File: config.mk
export PLATFORM = sky130hd
export DESIGN_NAME = uart_tx_msg_arbiter
export DESIGN_NICKNAME = d
export VERILOG_FILES = /design/src/rtl/uart_tx_msg_arbiter.sv
export SDC_FILE = /design/constraint.sdc
export NUM_CORES = 1
export LEC_CHECK = 0
export ABC_CLOCK_PERIOD_IN_PS = 2100
export CAP_MARGIN = 10
export CORE_MARGIN = 2
export CORE_UTILIZATION = 43
export CTS_CLUSTER_DIAMETER = 100
export CTS_CLUSTER_SIZE = 20
export DETAILED_ROUTE_END_ITERATION = 12
export GPL_TIMING_DRIVEN = 1
export PLACE_DENSITY = 0.8
export SLEW_MARGIN = 20
export SYNTH_ARGS = -nofsm -noshare
export SYNTH_HDL_FRONTEND = slang
export SYNTH_SLANG_ARGS = --single-unit
File: constraint.sdc
create_clock -name i_clk -period 2.1 [get_ports i_clk]
set_input_delay 0.315 -clock i_clk [delete_from_list [all_inputs] [get_ports i_clk]]
set_output_delay 0.315 -clock i_clk [all_outputs]
set_load 0.03 [all_outputs]
File: src/rtl/uart_tx_msg_arbiter.sv
// Round-robin, message-locked sharing of one UART TX byte stream; one bubble cycle per message for arbitration.
// Once locked the datapath is combinational: tx_ready goes straight to the owner and a stall watchdog can force release.
module uart_tx_msg_arbiter #(
  parameter int N_CLIENTS      = 4,
  parameter int DATA_W         = 8,
  parameter int TIMEOUT_CYCLES = 1024
) (
  input  logic                          i_clk,
  input  logic                          i_nrst,
  input  logic [N_CLIENTS-1:0]          i_req_valid,
  input  logic [N_CLIENTS*DATA_W-1:0]   i_req_data,
  input  logic [N_CLIENTS-1:0]          i_req_last,
  output logic [N_CLIENTS-1:0]          o_req_ready,
  output logic                          o_tx_valid,
  output logic [DATA_W-1:0]             o_tx_data,
  input  logic                          i_tx_ready,
  output logic [N_CLIENTS-1:0]          o_grant,
  output logic                          o_busy,
  output logic                          o_timeout_pulse,
  output logic [((N_CLIENTS > 1) ? $clog2(N_CLIENTS) : 1)-1:0] o_timeout_id
);

  localparam int IDW = (N_CLIENTS > 1) ? $clog2(N_CLIENTS) : 1;
  localparam int SCW = (TIMEOUT_CYCLES > 0) ? $clog2(TIMEOUT_CYCLES + 1) : 1;
  localparam logic [SCW-1:0] STALL_LAST = (TIMEOUT_CYCLES > 0) ? SCW'(TIMEOUT_CYCLES - 1) : '0;
  localparam logic [SCW-1:0] STALL_MAX  = '1;
  localparam logic [IDW-1:0] LAST_ID    = IDW'(N_CLIENTS - 1);

  typedef enum logic {
    IDLE,
    LOCKED
  } state_t;

  state_t               state;
  logic [N_CLIENTS-1:0] grant;
  logic [IDW-1:0]       g_idx;
  logic [IDW-1:0]       rr_ptr;
  logic [SCW-1:0]       stall_cnt;
  logic                 timeout_pulse;
  logic [IDW-1:0]       timeout_id;

  logic                 pick_vld;
  logic [IDW-1:0]       pick_idx;
  logic [N_CLIENTS-1:0] pick_oh;
  logic [IDW-1:0]       next_ptr;
  logic                 locked;
  logic                 g_valid;
  logic                 g_last;
  logic                 tx_xfer;
  logic                 stall_expire;

  function automatic logic [IDW-1:0] wrap_add(input logic [IDW-1:0] base, input int off);
    int sum;
    sum = int'(base) + off;
    if (sum >= N_CLIENTS) sum = sum - N_CLIENTS;
    return IDW'(sum);
  endfunction

  // Scan downward so the requester closest to rr_ptr is the last one written and wins.
  always_comb begin
    pick_vld = 1'b0;
    pick_idx = '0;
    for (int s = N_CLIENTS - 1; s >= 0; s--) begin
      if (i_req_valid[wrap_add(rr_ptr, s)]) begin
        pick_vld = 1'b1;
        pick_idx = wrap_add(rr_ptr, s);
      end
    end
    pick_oh = '0;
    pick_oh[pick_idx] = 1'b1;
  end

  assign locked       = (state == LOCKED);
  assign g_valid      = i_req_valid[g_idx];
  assign g_last       = i_req_last[g_idx];
  assign tx_xfer      = locked & g_valid & i_tx_ready;
  assign next_ptr     = (g_idx == LAST_ID) ? '0 : g_idx + 1'b1;
  assign stall_expire = (TIMEOUT_CYCLES > 0) && locked && !g_valid && (stall_cnt == STALL_LAST);

  assign o_tx_valid      = locked & g_valid;
  assign o_tx_data       = locked ? i_req_data[g_idx*DATA_W +: DATA_W] : '0;
  assign o_req_ready     = locked ? (grant & {N_CLIENTS{i_tx_ready}}) : '0;
  assign o_grant         = grant;
  assign o_busy          = locked;
  assign o_timeout_pulse = timeout_pulse;
  assign o_timeout_id    = timeout_id;

  always_ff @(posedge i_clk or negedge i_nrst) begin
    if (!i_nrst) begin
      state         <= IDLE;
      grant         <= '0;
      g_idx         <= '0;
      rr_ptr        <= '0;
      stall_cnt     <= '0;
      timeout_pulse <= 1'b0;
      timeout_id    <= '0;
    end else begin
      timeout_pulse <= 1'b0;
      case (state)
        IDLE: begin
          stall_cnt <= '0;
          if (pick_vld) begin
            state <= LOCKED;
            g_idx <= pick_idx;
            grant <= pick_oh;
          end
        end
        LOCKED: begin
          if (tx_xfer && g_last) begin
            state     <= IDLE;
            grant     <= '0;
            rr_ptr    <= next_ptr;
            stall_cnt <= '0;
          end else if (g_valid) begin
            // Backpressure with valid held is progress, not a stall.
            stall_cnt <= '0;
          end else if (stall_expire) begin
            state         <= IDLE;
            grant         <= '0;
            rr_ptr        <= next_ptr;
            stall_cnt     <= '0;
            timeout_pulse <= 1'b1;
            timeout_id    <= g_idx;
          end else if ((TIMEOUT_CYCLES > 0) && (stall_cnt != STALL_MAX)) begin
            stall_cnt <= stall_cnt + 1'b1;
          end
        end
        default: state <= IDLE;
      endcase
    end
  end

endmodule

# ---- Word level (Yosys, flattened, before mapping)
# Index checks and enable logic that the tools add are counted.
dict set report classes {
  n_addsub 9
  multipliers 0
  div 0
  n_lt_le_gt_ge 11
  n_eq_ne 8
  n_shift 1
  mux 51
  bitwise_logic 6
  n_reduce_logical 10
}
# operator n
set ops {}
lappend ops {{$mux 11} 4}
lappend ops {{$shiftx 32x6->8} 1}
lappend ops {{$mux 2} 12}
lappend ops {{$pmux 11 s2} 1}
lappend ops {{$mux 4} 5}
lappend ops {{$mux 1} 19}
lappend ops {{$lt 2x3->1 const B} 6}
lappend ops {{$bmux 1 s2} 6}
lappend ops {{$add 11x1->11 const B} 1}
lappend ops {{$eq 11x10->1 const B} 1}
lappend ops {{$ne 11x11->1 const B} 1}
lappend ops {{$ge 3x3->1 const B} 3}
lappend ops {{$mux 8} 1}
lappend ops {{$pmux 4 s2} 1}
lappend ops {{$sub 2x1->2 const B} 4}
lappend ops {{$add 2x2->3 const B} 2}
lappend ops {{$reduce_and 3->1} 2}
lappend ops {{$ne 5x1->1 const B} 1}
lappend ops {{$and 4x4->4} 1}
lappend ops {{$logic_and 1x1->1} 4}
lappend ops {{$reduce_and 4->1} 1}
lappend ops {{$add 2x1->3 const B} 1}
lappend ops {{$ge 2x3->1 const B} 1}
lappend ops {{$ne 3x1->1 const B} 1}
lappend ops {{other kinds (13)} 16}
dict set report totals {
  reg_bits 23
  latchBits 0
  mem_bits_rw 0
  romBits 0
  in_bits 43
  output_inout_bits 21
  wordCells 103
  n_memories 0
}

# ---- Longest topological paths before layout
# Gate-level depths: netlist (run 1).
dict set report logic_depth {
  word_depth 15
  depth_mapped 5
  depth_no_buf 5
}

# ---- Worst setup path before layout (run 1)
# No wires, ideal clock.
dict set report synth_timing {
  path_kind {reg2reg}
  from {register stall_cnt[0]}
  to {register rr_ptr[0]}
  t_arrival_ps 1729
  required_ps 1975
  path_slack_ps 246
  stages_incl_launch_ff 6
  synth_period_minus_slack_ps 1854
  path_cell_list {dfrtp_1 -> ha_1 -> nand2_1 -> or4_4 -> o21ai_4 -> mux2_2}
}
dict set report synth_between {
  elab_chain_len 4
}
# item line_no
set synth_lines {}
lappend synth_lines {{start, declared} 38} ;# logic [SCW-1:0] stall_cnt;
lappend synth_lines {{start signal, assigned} 125} ;# stall_cnt <= stall_cnt + 1'b1;
lappend synth_lines {{$eq 11x10->1} 78} ;# assign stall_expire = (TIMEOUT_CYCLES > 0) && locked && !g_valid && (stall_cnt == STALL_LAST);
lappend synth_lines {{$logic_and 1x1->1} 78}
lappend synth_lines {{$reduce_bool 2->1 (no line)} --}
lappend synth_lines {{$reduce_and 3->1 (no line)} --}
lappend synth_lines {{end signal, assigned} 112} ;# rr_ptr <= next_ptr;
lappend synth_lines {{end signal, assigned} 120} ;# rr_ptr <= next_ptr;
lappend synth_lines {{end, declared} 37} ;# logic [IDW-1:0] rr_ptr;
# No other way between the ends.
# A chain may end at the register's enable or synchronous reset.

# ---- Final worst setup path (run 1)
dict set report layout_timing {
  from {register g_idx[0]}
  to {output o_tx_data[6]}
}
dict set report layout_between {
  elab_chain_len 2
}
# item line_no
set layout_lines {}
lappend layout_lines {{start, declared} 36} ;# logic [IDW-1:0] g_idx;
lappend layout_lines {{start signal, assigned} 104} ;# g_idx <= pick_idx;
lappend layout_lines {{$shiftx 32x6->8} 81} ;# assign o_tx_data = locked ? i_req_data[g_idx*DATA_W +: DATA_W] : '0;
lappend layout_lines {{$mux 8} 81}
lappend layout_lines {{end, declared} 15} ;# output logic [DATA_W-1:0] o_tx_data,
# No other way between the ends.

==> impl_metrics.tcl, run 1 <==
set metrics [dict create \
    status "finished clean" \
    grt_start_max_net_pins 24 \
    p_sw_mw 1.03 \
    slew_violations 0 \
    postSynthCellCount 149 \
    setup_viol 0 \
    synth_top_family_by_area "simple AND/OR/NAND/NOR gates" \
    first_global_vias 1504 \
    diodes 0 \
    drt-initial-drc-count 104 \
    power.leakage_nw 0.934 \
    synthAdderAreaFrac_pct 1.62 \
    cp_max_fo 5 \
    h-tree-depth 1 \
    port_buffers 63 \
    totalWireLength_um 4210 \
    dp_cells 270 \
    synth_cell_types 39 \
    wire_per_inst_um 15.3 \
    gp_congestion 0.822 \
    clockBufferDepth 2 \
    ys_seq_area_share_pct 37.2 \
    hold_ws_ns 0.351 \
    maxCapViolCount 0 \
    grt_pass1_wl_um 6900 \
    area_growth_pct 51.3 \
    nets 275 \
    total_power_mw 2.35 \
    reg2reg_depth 5 \
    synth.net_count 194 \
    place_hpwl_um 3280 \
    min_period_ns 2.03 \
    rr_endpoint "o_grant[0]$_DFFE_PN0P_" \
    synth_compound_area_share_pct 13.9 \
    start_util_pct 45.6 \
    combPwrFrac_pct 64.2 \
    synthTopCellsByArea "dfrtp_1 (37%), mux4_2 (15%), mux2_2 (4.4%), and2_1 (4.0%), nand2_1 (3.2%)" \
    root_buffer "clkbuf_4" \
    yosys.area_share.simple_pct 22.7 \
    p_seq_share_pct 27.2 \
    synthXorXnorAreaFrac_pct 1.70 \
    startpoint_type "flop" \
    final-instance-count-excl-fill 275 \
    antenna_found_initial 0 \
    cts.sinks 23 \
    grt-ovfl-total 0 \
    arrival_ns 1.72 \
    r2r-start "stall_cnt[1]$_DFFE_PN0P_" \
    num_rows 21 \
    hold_class "input port to async pin" \
    die_y_um 63.9 \
    yosys_warnings 0 \
    vias 1521 \
    fin_crit_sh_pct 96.8 \
    drive_gt1_share_pct 22.7 \
    vias_per_cell 5.53 \
    reg2reg_slack_ns 0.24 \
    critical_path_class "flop to primary output" \
    fmax_mhz 492 \
    clkPwrFrac_pct 8.6 \
    grt_usage_pct 21.2 \
    vdd_ir_drop_max_uv 488 \
    maxSlewHeadroom_pct 62.9 \
    core_area_um2 3390 \
    yosys-mux-area-fraction_pct 20.2 \
    num_io_pins 64 \
    final_cell_mix "clkdlybuf4s50_1 (54), dfrtp_1 (22), buf_4 (18), nand2_1 (13)" \
    switching_share_pct 43.9 \
    clk_latency_ns 0.31 \
    synth-seq-cells 23 \
    dieArea_um2 4090 \
    cts_buffers 3 \
    fin_area_um2 2340 \
    drt_pass1_iterations 4 \
    finalSetupTns_ns 0 \
    critPathRequiredTime_ns 1.78 \
    fin_skew_ns 0.00187 \
    cts_tree "done" \
    synth_top_area_share_pct 37.2 \
    ant_nets 0 \
    postSynthAreaPerCell_um2 10.4 \
    mostFrequentLayoutCell "clkdlybuf4s50_1" \
    die_x_um 63.9 \
    rsz0062_at_grt "yes" \
    path_clk_slew_ns 0.12 \
    yosysTopAreaCell "dfrtp_1" \
    drc 0 \
    power_density_nw_per_um2 1010 \
    p_int_mw 1.32 \
    syn_area_um2 1550 \
    worst_pin_slew_ns 0.542 \
    cp-end-kind "primary output" \
    hold_viol_final 0 \
    postPlaceCellArea_um2 2340 \
]
-- stage by stage --
stage | setup WS (ns) | util (%)
after floorplan | 0.246 | -
after global placement | -0.181 | 69.1
after detailed placement | -0.217 | 69.1
after CTS | -0.0403 | 69.0
after global routing | -0.00671 | 69.0
final | 0.0679 | 69.0
-- state kept, by name, summed over array words and instances, names as in the netlist --
name             cells
stall_cnt           11
o_grant              4
g_idx                2
o_timeout_id         2
rr_ptr               2
o_busy               1
o_timeout_pulse      1
-- power groups by stage --
stage                     clock network, mW  registers, mW  logic (mW)
after floorplan                           0          0.698       0.902
after global placement                    0          0.644        1.53
after detailed placement                  0          0.654        1.58
after CTS                             0.210          0.645        1.50
after global routing                  0.225          0.653        1.63
final                                 0.202          0.640        1.51
-- cell usage after synthesis --
| cell | n |
|---|---|
| or4_4 | 1 |
| ha_1 | 2 |
| nor3b_1 | 1 |
| clkbuf_1 | 4 |
| dfrtp_1 | 23 |
| o31ai_1 | 4 |
| nand4_1 | 2 |
| and4_1 | 1 |
| a2111oi_0 | 1 |
| o2111ai_1 | 1 |
| nor3_1 | 3 |
| mux2i_1 | 2 |
| o211a_1 | 1 |
| nand3_1 | 3 |
| o41ai_2 | 1 |
| nor2_1 | 10 |
| buf_2 | 2 |
| o21ai_4 | 1 |
| o21ai_0 | 5 |
| nor4_1 | 2 |
| and3_1 | 4 |
| mux4_2 | 10 |
| nand2b_1 | 5 |
| a211o_1 | 1 |
| o21a_1 | 1 |
| xor2_1 | 1 |
| a21oi_1 | 7 |
| o22a_1 | 1 |
| o32ai_1 | 3 |
| inv_1 | 4 |
| mux2_2 | 6 |
| a211oi_1 | 1 |
| nand2_1 | 13 |
| or3_1 | 6 |
| and2_1 | 10 |
| or4_1 | 2 |
| xnor2_1 | 2 |
| o22ai_1 | 1 |
| nand3_2 | 1 |
-- how the worst max path moves through the flow --
| stage | start | end | slack [ns] | depth (start not counted) |
|---|---|---|---|---|
| floorplan | stall_cnt[0]$_DFFE_PN0P_ | rr_ptr[0]$_DFFE_PN0P_ | 0.25 | 5 |
| global placement | i_req_valid[3] | o_tx_valid | -0.18 | 4 |
| detailed placement | i_req_valid[3] | o_tx_valid | -0.22 | 4 |
| CTS | g_idx[0]$_DFFE_PN0P_ | o_tx_data[6] | -0.04 | 4 |
| global route | g_idx[0]$_DFFE_PN0P_ | o_tx_data[6] | -0.007 | 4 |
| finish | g_idx[0]$_DFFE_PN0P_ | o_tx_data[6] | 0.07 | 4 |
-- layer usage --
metal / wire [µm] / global-route usage, %
met3: 252 / 3.87
met5: 0 / 0
met2: 2170 / 37.4
met1: 1690 / 24.8
met4: 104 / 9.78
-- area by class of cell --
cell class | count | area [µm²]
clock buffer | 4 | 26.3
fill | 258 | 1050
inverter | 4 | 15.0
multi-input combinational | 116 | 930
sequential | 23 | 577
tap | 46 | 57.6
timing repair buffer | 82 | 732
-- critical path, cell delays in order (launching register included) --
cell	delay (ns)
dfrtp_1	0.40
buf_4	0.18
mux4_2	0.49
and2_1	0.17
buf_2	0.17
-- repair_timing --
action	in CTS	in global routing
setup endpoints to repair	14	7
buffers inserted	0	1
hold buffers	0	0
gates resized for setup	42	5
-- cell families (layout without fill, tap and decap cells) --
group / count (synthesis) / count (layout)
simple gates: 64 / 64
mux: 18 / 18
compound gates: 29 / 29
flops: 23 / 23
buf+inv: 10 / 90
xor+xnor: 3 / 3
fa+ha+maj: 2 / 2
Note: power is estimated with default switching activity, not from simulation.
==> run 2, diff against run 1 <==
Settings changed: ABC_CLOCK_PERIOD_IN_PS 2100 to 1880, PLACE_DENSITY 0.8 to 0.86.
Clock period 2.1 ns to 1.88 ns, I/O delays scaled along.
==> impl_metrics.tcl, run 2 (synthesis gave the netlist of run 1 again) <==
set metrics [dict create \
    grt_pass1_wl_um 7600 \
    num_rows 21 \
    vias 1607 \
    drt_pass1_iterations 4 \
    power_density_nw_per_um2 1240 \
    clkPwrFrac_pct 7.4 \
    rsz0062_at_grt "yes" \
    die_y_um 63.9 \
    drc 0 \
    combPwrFrac_pct 69.9 \
    clockBufferDepth 2 \
    drt-initial-drc-count 67 \
    diodes 0 \
    status "complete, but fails checks" \
    grt_start_max_net_pins 24 \
    port_buffers 63 \
    first_global_vias 1578 \
    p_seq_share_pct 22.7 \
    p_sw_mw 1.29 \
    total_power_mw 3.17 \
    arrival_ns 1.76 \
    nets 285 \
    violations "setup timing" \
    root_buffer "clkbuf_4" \
    h-tree-depth 1 \
    regMostFlops "stall_cnt" \
    cts_tree "done" \
    antenna_found_initial 0 \
    cpPeakStageDelay_ns 0.43 \
    worst_pin_slew_ns 0.648 \
    dieArea_um2 4090 \
    final_cell_mix "clkdlybuf4s50_1 (49), buf_4 (28), dfrtp_1 (21), nand2_1 (13), buf_6 (12)" \
    gp_congestion 0.807 \
    cpMaxStageDelayCell "dfrtp_2" \
    setup_viol 16 \
    core_area_um2 3390 \
    cp_max_fo 4 \
    power.leakage_nw 1.05 \
    vias_per_cell 5.64 \
    path_cells "buf_4 > buf_16 > mux4_2 > and2_4 > buf_6" \
    critical_path_class "flop to primary output" \
    setup_ws_ns -0.162 \
    grt-ovfl-total 0 \
    vdd_ir_drop_max_uv 846 \
    maxCapViolCount 0 \
    area_growth_pct 65.7 \
    startpoint_type "flop" \
    fin_skew_ns 0.00545 \
    cp-end-kind "primary output" \
    ant_nets 0 \
    hold_class "input port to async pin" \
    fin_util_pct 75.5 \
    finalSetupTns_ns -1.73 \
    num_io_pins 64 \
    totalWireLength_um 4780 \
    postPlaceCellArea_um2 2380 \
    largest_register_ff_count 11 \
    switching_share_pct 40.8 \
    slew_violations 0 \
    r2r-start "g_idx[0]$_DFFE_PN0P_" \
    cts.sinks 23 \
    critPathRequiredTime_ns 1.60 \
    clk_latency_ns 0.32 \
    start_util_pct 45.6 \
    fillers 234 \
    reg2reg_depth 7 \
    hold_buffers 0 \
    fmax_mhz 490 \
    wire_per_inst_um 16.8 \
    cts_buffers 3 \
    grt_usage_pct 23.4 \
    fin_crit_sh_pct 109 \
    place_hpwl_um 3380 \
    hold_viol_final 0 \
    min_period_ns 2.04 \
    path_clk_slew_ns 0.13 \
    maxSlewHeadroom_pct 56.4 \
    mostFrequentLayoutCell "clkdlybuf4s50_1" \
    fin_area_um2 2560 \
    die_x_um 63.9 \
    rr_endpoint "rr_ptr[1]$_DFFE_PN0P_" \
    drive_gt1_share_pct 33.9 \
    p_int_mw 1.88 \
    hold_ws_ns 0.304 \
    reg2reg_slack_ns -0.16 \
]
[run 2: changes by cell type in the layout (fill, tap and decap cells not counted), sizes merged]
| cell | change |
|---|---|
| dlymetal6s2s | +1 |
| buf | +14 |
| clkdlybuf4s50 | -5 |
[run 2: layout make-up]
| cell class | count | area [µm²] | area share, % |
|---|---|---|---|
| clock buffer | 4 | 26.3 | 1.03 |
| inverter | 4 | 15.0 | 0.587 |
| multi-input combinational | 116 | 987 | 38.6 |
| sequential | 23 | 578 | 22.6 |
| tap | 46 | 57.6 | 2.25 |
| timing repair buffer | 92 | 896 | 35.0 |
[run 2: stage by stage]
step | setup WS, ns | std cells
finish | -0.162 | 285
global route | -0.213 | 285
floorplan | 0.0258 | 149
CTS | -0.138 | 283
global placement | -0.341 | 275
detailed placement | -0.354 | 275
[run 2: per-layer routing]
metal	vias up	global-route usage [%]	part of all wire, %
li1	747	-	-
met1	762	29.7	43
met2	90	41.7	48
met3	8	3.70	8.0
met4	0	5.43	1.0
met5	-	0	0
[run 2: what timing repair did]
action	in CTS	in global routing
buffers inserted	3	2
endpoints found under the setup margin	10	17
cloned	1	0
resized for setup	82	3
pin swaps	0	3
[run 2: critical path, delay by kind of cell (launching register included)]
kind,cells,cell delay (ns)
buffers and inverters,3,0.41
DFF,1,0.43
and+or+nand+nor,1,0.18
muxes,1,0.42
[run 2: worst max path at each step]
| stage | from | to | cells after the start |
|---|---|---|---|
| finish | g_idx[0]$_DFFE_PN0P_ | o_tx_data[2] | 5 |
| floorplan | stall_cnt[0]$_DFFE_PN0P_ | rr_ptr[0]$_DFFE_PN0P_ | 5 |
| global route | g_idx[0]$_DFFE_PN0P_ | o_tx_data[1] | 5 |
| CTS | g_idx[0]$_DFFE_PN0P_ | o_tx_data[7] | 5 |
| detailed placement | i_req_valid[3] | o_tx_valid | 4 |
| global placement | i_req_data[31] | o_tx_data[7] | 4 |
[run 2: power groups by stage]
stage / logic (mW) / registers [mW] / clock network (mW)
after floorplan: 1.01 / 0.779 / 0
after global placement: 1.80 / 0.714 / 0
after detailed placement: 1.83 / 0.719 / 0
after CTS: 2.14 / 0.712 / 0.241
after global routing: 2.35 / 0.734 / 0.272
final: 2.22 / 0.719 / 0.235
